==> config.mk <==
export PLATFORM = sky130hd
export DESIGN_NAME = univ_shift_reg
export DESIGN_NICKNAME = d
export VERILOG_FILES = /design/src/rtl/univ_shift_reg_pkg.sv /design/src/rtl/usr_stage.sv /design/src/rtl/univ_shift_reg.sv
export SDC_FILE = /design/constraint.sdc
export NUM_CORES = 1
export LEC_CHECK = 0
export ABC_AREA = 0
export CAP_MARGIN = 20
export CORE_MARGIN = 3
export CORE_UTILIZATION = 40
export CTS_CLUSTER_DIAMETER = 200
export CTS_CLUSTER_SIZE = 8
export DETAILED_ROUTE_END_ITERATION = 12
export PLACE_DENSITY = 0.73
export SETUP_SLACK_MARGIN = 0.15
export SLEW_MARGIN = 20
export SYNTH_ARGS = -nofsm -noshare
export SYNTH_HDL_FRONTEND = slang
export SYNTH_SLANG_ARGS = --single-unit
export TNS_END_PERCENT = 1
==> constraint.sdc <==
create_clock -name clk -period 2.2 [get_ports clk]
set_input_delay 0.44 -clock clk [delete_from_list [all_inputs] [get_ports clk]]
set_output_delay 0.44 -clock clk [all_outputs]
set_load 0.02 [all_outputs]
==> src/rtl/univ_shift_reg_pkg.sv <==
// Shared mode encodings for the universal shift register and its bench.
package univ_shift_reg_pkg;
    localparam logic [1:0] MODE_HOLD = 2'b00;
    localparam logic [1:0] MODE_SHR  = 2'b01;
    localparam logic [1:0] MODE_SHL  = 2'b10;
    localparam logic [1:0] MODE_LOAD = 2'b11;
endpackage

==> src/rtl/usr_stage.sv <==
// One register bit: 4:1 mux (own / upper neighbour / lower neighbour / load data)
// into an async-reset flop with its own reset value.
module usr_stage
    import univ_shift_reg_pkg::*;
#(
    parameter logic RST_BIT = 1'b0
) (
    input  logic       clk,
    input  logic       rst,
    input  logic [1:0] sel,
    input  logic       from_hi,
    input  logic       from_lo,
    input  logic       d,
    output logic       q
);
    logic nxt;

    // Unknown select falls to default so an X mode never corrupts the bit.
    always_comb begin
        nxt = q;
        case (sel)
            MODE_HOLD: nxt = q;
            MODE_SHR:  nxt = from_hi;
            MODE_SHL:  nxt = from_lo;
            MODE_LOAD: nxt = d;
            default:   nxt = q;
        endcase
    end

    always_ff @(posedge clk or posedge rst) begin
        if (rst) q <= RST_BIT;
        else     q <= nxt;
    end
endmodule

==> src/rtl/univ_shift_reg.sv <==
// Universal shift register with shift counter and done pulse (serialiser use).
// Define USR_ROTATE_EN to add the rot port for rotate-instead-of-serial-in shifts.
module univ_shift_reg
    import univ_shift_reg_pkg::*;
#(
    parameter int               WIDTH   = 8,
    parameter logic [WIDTH-1:0] RST_VAL = '0
) (
    input  logic                       clk,
    input  logic                       rst,
    input  logic                       en,
    input  logic [1:0]                 mode,
    input  logic                       sin_r,
    input  logic                       sin_l,
    input  logic [WIDTH-1:0]           d,
`ifdef USR_ROTATE_EN
    input  logic                       rot,
`endif
    output logic [WIDTH-1:0]           q,
    output logic                       sout_r,
    output logic                       sout_l,
    output logic [$clog2(WIDTH+1)-1:0] cnt,
    output logic                       done
);
    localparam int CW = $clog2(WIDTH+1);

    logic [1:0]       sel;
    logic             ser_r, ser_l;
    logic [WIDTH-1:0] hi_in, lo_in;

    // en=0 is folded into the select so the cells only ever see hold.
    assign sel = en ? mode : MODE_HOLD;

`ifdef USR_ROTATE_EN
    assign ser_r = rot ? q[0]       : sin_r;
    assign ser_l = rot ? q[WIDTH-1] : sin_l;
`else
    assign ser_r = sin_r;
    assign ser_l = sin_l;
`endif

    assign hi_in = {ser_r, q[WIDTH-1:1]};
    assign lo_in = {q[WIDTH-2:0], ser_l};

    for (genvar i = 0; i < WIDTH; i++) begin : g_bit
        usr_stage #(.RST_BIT(RST_VAL[i])) u_stage (
            .clk     (clk),
            .rst     (rst),
            .sel     (sel),
            .from_hi (hi_in[i]),
            .from_lo (lo_in[i]),
            .d       (d[i]),
            .q       (q[i])
        );
    end

    assign sout_r = q[0];
    assign sout_l = q[WIDTH-1];

    // Count saturates at WIDTH; done marks only the WIDTH-1 -> WIDTH step.
    always_ff @(posedge clk or posedge rst) begin
        if (rst) begin
            cnt  <= '0;
            done <= 1'b0;
        end else begin
            done <= 1'b0;
            if (en) begin
                case (mode)
                    MODE_SHR, MODE_SHL: begin
                        if (cnt != CW'(WIDTH)) cnt <= cnt + 1'b1;
                        done <= (cnt == CW'(WIDTH-1));
                    end
                    MODE_LOAD: cnt <= '0;
                    default: ;
                endcase
            end
        end
    end
endmodule

==> flow_metrics.env <==
export IMPL_outcome="finished, final reports clean"
export IMPL_cp_start_kind="flop"
export IMPL_dp_hpwl_um=1380
export IMPL_switchingPower_mw=0.330
export IMPL_ir_drop_mv=0.459
export IMPL_numCtsBuffers=3
export IMPL_drt_initial_drc_count=1
export IMPL_avgSynthCellArea_um2=9.99
export IMPL_fp_coreArea_um2=1820
export IMPL_area_delta_synth_final_pct=35.4
export IMPL_grt_antenna_before_repair=0
export IMPL_cts_resized=0
export IMPL_rr_startpoint="cnt[0]$_DFFE_PP0P_"
export IMPL_synth_sequential_area_ratio_pct=39.7
export IMPL_syn_nets=100
export IMPL_overflow=0
export IMPL_grtUsageTotal_pct=15.4
export IMPL_num_rows=15
export IMPL_n_fill_cell=161
export IMPL_wl_per_cell_um=13.8
export IMPL_p_int_mw=0.558
export IMPL_drc=0
export IMPL_worstRegToRegCells=5
export IMPL_leakage_nw=0.461
export IMPL_critPathRequiredTime_ns=1.76
export IMPL_clockBufferDepth=2
export IMPL_postCtsSetupRepairBufs=0
export IMPL_top_level_ports=30
export IMPL_r2r_setup_slack_ns=0.79
export IMPL_vias=697
export IMPL_vias_per_cell=5.28
export IMPL_grt_pass1_vias=675
export IMPL_final_min_clock_period_ns=1.80
export IMPL_cts_root_buf="clkbuf_4"
export IMPL_dp_slack_ns=0.274
export IMPL_wirelength_um=1820
export IMPL_r2r_end="cnt[3]$_DFFE_PP0P_"
export IMPL_crit_path_max_fanout=7
export IMPL_synth_ff_type="dfrtp_1"
export IMPL_worst_setup_path_end_kind="output pin"
export IMPL_skew_ns=0.000739
export IMPL_crit_family="buffers and inverters"
export IMPL_worst_pin_slew_ns=0.485
export IMPL_stdcell_area_um2=1110
export IMPL_die_y_um=51.3
export IMPL_nets=126
export IMPL_worstPathArrival_ns=1.36
export IMPL_hold_viol=0
export IMPL_synth_area_um2=820
export IMPL_clock_fmax_ghz=0.556
export IMPL_synth_seq_cells=13
export IMPL_sequentialPowerShare_pct=40.3
export IMPL_setup_slack_ns=0.402
export IMPL_worst_hold_path_type="in2async"
export IMPL_pwr_share_clk_pct=16.7
export IMPL_place_area_um2=1080
export IMPL_grt_max_degree=14
export IMPL_synthCells=82
export IMPL_dr_pass1_iters=4
export IMPL_start_util_pct=45.0
export IMPL_ys_warn_count=0
export IMPL_powerDensity_nw_per_um2=800
export IMPL_critPathSlowestCell="clkdlybuf4s50_1"
export IMPL_grt_first_pass_wirelength_um=3080
export IMPL_clock_sinks=13
export IMPL_synth_distinct_cells=24
export IMPL_ctsHoldBuffers=0
export IMPL_critPathKind="reg2out"
export IMPL_critPathMaxStageDelay_ns=0.64
export IMPL_fin_cells=132
export IMPL_clock_latency_ns=0.27
export IMPL_portBuffers=29
export IMPL_tritoncts="done"
export IMPL_swShare_pct=37.2
export IMPL_path_clk_slew_ns=0.08
export IMPL_setup_viol=0
export IMPL_slew_viol_final=0
export IMPL_tns_ns=0
export IMPL_drive_gt1_share_pct=9.35
export IMPL_p_comb_share_pct=43.0
export IMPL_synth_edf_count=0
export IMPL_die_area_um2=2630
export IMPL_placed_cells=128
export IMPL_insertedDiodeCount=0
export IMPL_maxCapViolations=0
export IMPL_crit_chain="clkdlybuf4s50_1"
export IMPL_fin_crit_sh_pct=81.7
export IMPL_path_buf_inv=1
export IMPL_htree_levels=1
export IMPL_async_flop_share_pct=100
export IMPL_ant_nets=0
export IMPL_relSlewSlack_pct=67.6
export IMPL_rsz0062_at_grt="false"
export IMPL_place_gp_congestion=0.816
export IMPL_die_w_um=51.3
sequential cells by signal, indices dropped and copies added (netlist names):
name and count:
cnt 4, done 1, g_bit.u_stage.q 8
layer usage:
layer  routed length [µm]  global-route usage (%)
met1                  744                    18.3
met2                  923                    25.8
met3                  137                    3.50
met4                   15                    7.86
met5                    0                       0
how the worst max path moves through the flow:
stage / startpoint / endpoint / slack, ns / cells past startpoint
CTS: cnt[2]$_DFFE_PP0P_ / cnt[2] / 0.38 / 1
global placement: mode[1] / cnt[3]$_DFFE_PP0P_ / 0.32 / 5
finish: cnt[2]$_DFFE_PP0P_ / cnt[2] / 0.40 / 1
floorplan: cnt[0]$_DFFE_PP0P_ / cnt[3]$_DFFE_PP0P_ / 0.77 / 5
detailed placement: mode[1] / cnt[3]$_DFFE_PP0P_ / 0.27 / 5
global route: cnt[2]$_DFFE_PP0P_ / cnt[2] / 0.31 / 1
cells by family (layout without fill, tap and decap cells):
family / after synthesis / count (layout) / synth area share, %
compound gates: 24 / 24 / 20.6
fa+ha+maj: 3 / 3 / 4.58
buf+inv: 14 / 39 / 11.1
flops: 13 / 13 / 39.7
mux: 9 / 9 / 11.0
simple gates: 19 / 19 / 13.0
cells in the mapped netlist (2+ instances only):
| cell | instances | area, µm² |
|---|---|---|
| a21oi_1 | 8 | 40.0 |
| o2bb2ai_1 | 7 | 61.3 |
| nand3_1 | 2 | 10.0 |
| nand2b_1 | 2 | 12.5 |
| dfrtp_1 | 13 | 325 |
| buf_4 | 10 | 75.1 |
| nor2_1 | 9 | 33.8 |
| inv_1 | 3 | 11.3 |
| o31ai_1 | 2 | 15.0 |
| mux2i_1 | 9 | 90.1 |
| ha_1 | 3 | 37.5 |
| nor3b_1 | 2 | 15.0 |
power by group through the flow:
stage / clock (mW) / sequential (mW) / combinational, mW
6_report: 0.148 / 0.358 / 0.382
5_1_grt: 0.165 / 0.373 / 0.416
3_3_place_gp: 0 / 0.361 / 0.377
3_5_place_dp: 0 / 0.362 / 0.385
4_1_cts: 0.157 / 0.358 / 0.388
2_1_floorplan: 0 / 0.390 / 0.206
layout by cell type, fill, tap and decap left out:
cell type	n
clkbuf_1	1
a21oi_1	8
inv_1	3
nor2_1	9
buf_4	3
clkdlybuf4s50_1	29
clkbuf_4	3
ha_1	3
a31oi_1	1
nand2b_1	2
nand3_1	2
and4b_4	1
a21o_1	1
mux2i_1	9
o21ai_2	1
dfrtp_1	13
o21ai_0	1
o41ai_1	1
o21a_2	1
or3b_1	1
o31ai_1	2
nor4_1	1
nor3b_1	2
o21bai_1	1
o2bb2ai_1	7
nor2_2	1
cell type report:
class | instances | area (µm²) | area share [%]
Sequential cell | 13 | 325 | 29.3
Multi-Input combinational cell | 55 | 403 | 36.3
Clock buffer | 4 | 26.3 | 2.37
Inverter | 3 | 11.3 | 1.01
Timing Repair Buffer | 32 | 313 | 28.2
Tap cell | 25 | 31.3 | 2.82
stage by stage:
stage | total power, mW | hold WS [ns] | utilization [%]
after floorplan | 0.596 | 0.317 | -
after global placement | 0.739 | 0.507 | 59.5
after detailed placement | 0.747 | 0.507 | 59.5
after CTS | 0.903 | 0.507 | 61.0
after global routing | 0.954 | 0.522 | 61.0
final | 0.888 | 0.481 | 61.0
No activity file was read; power rests on OpenSTA's default activity.
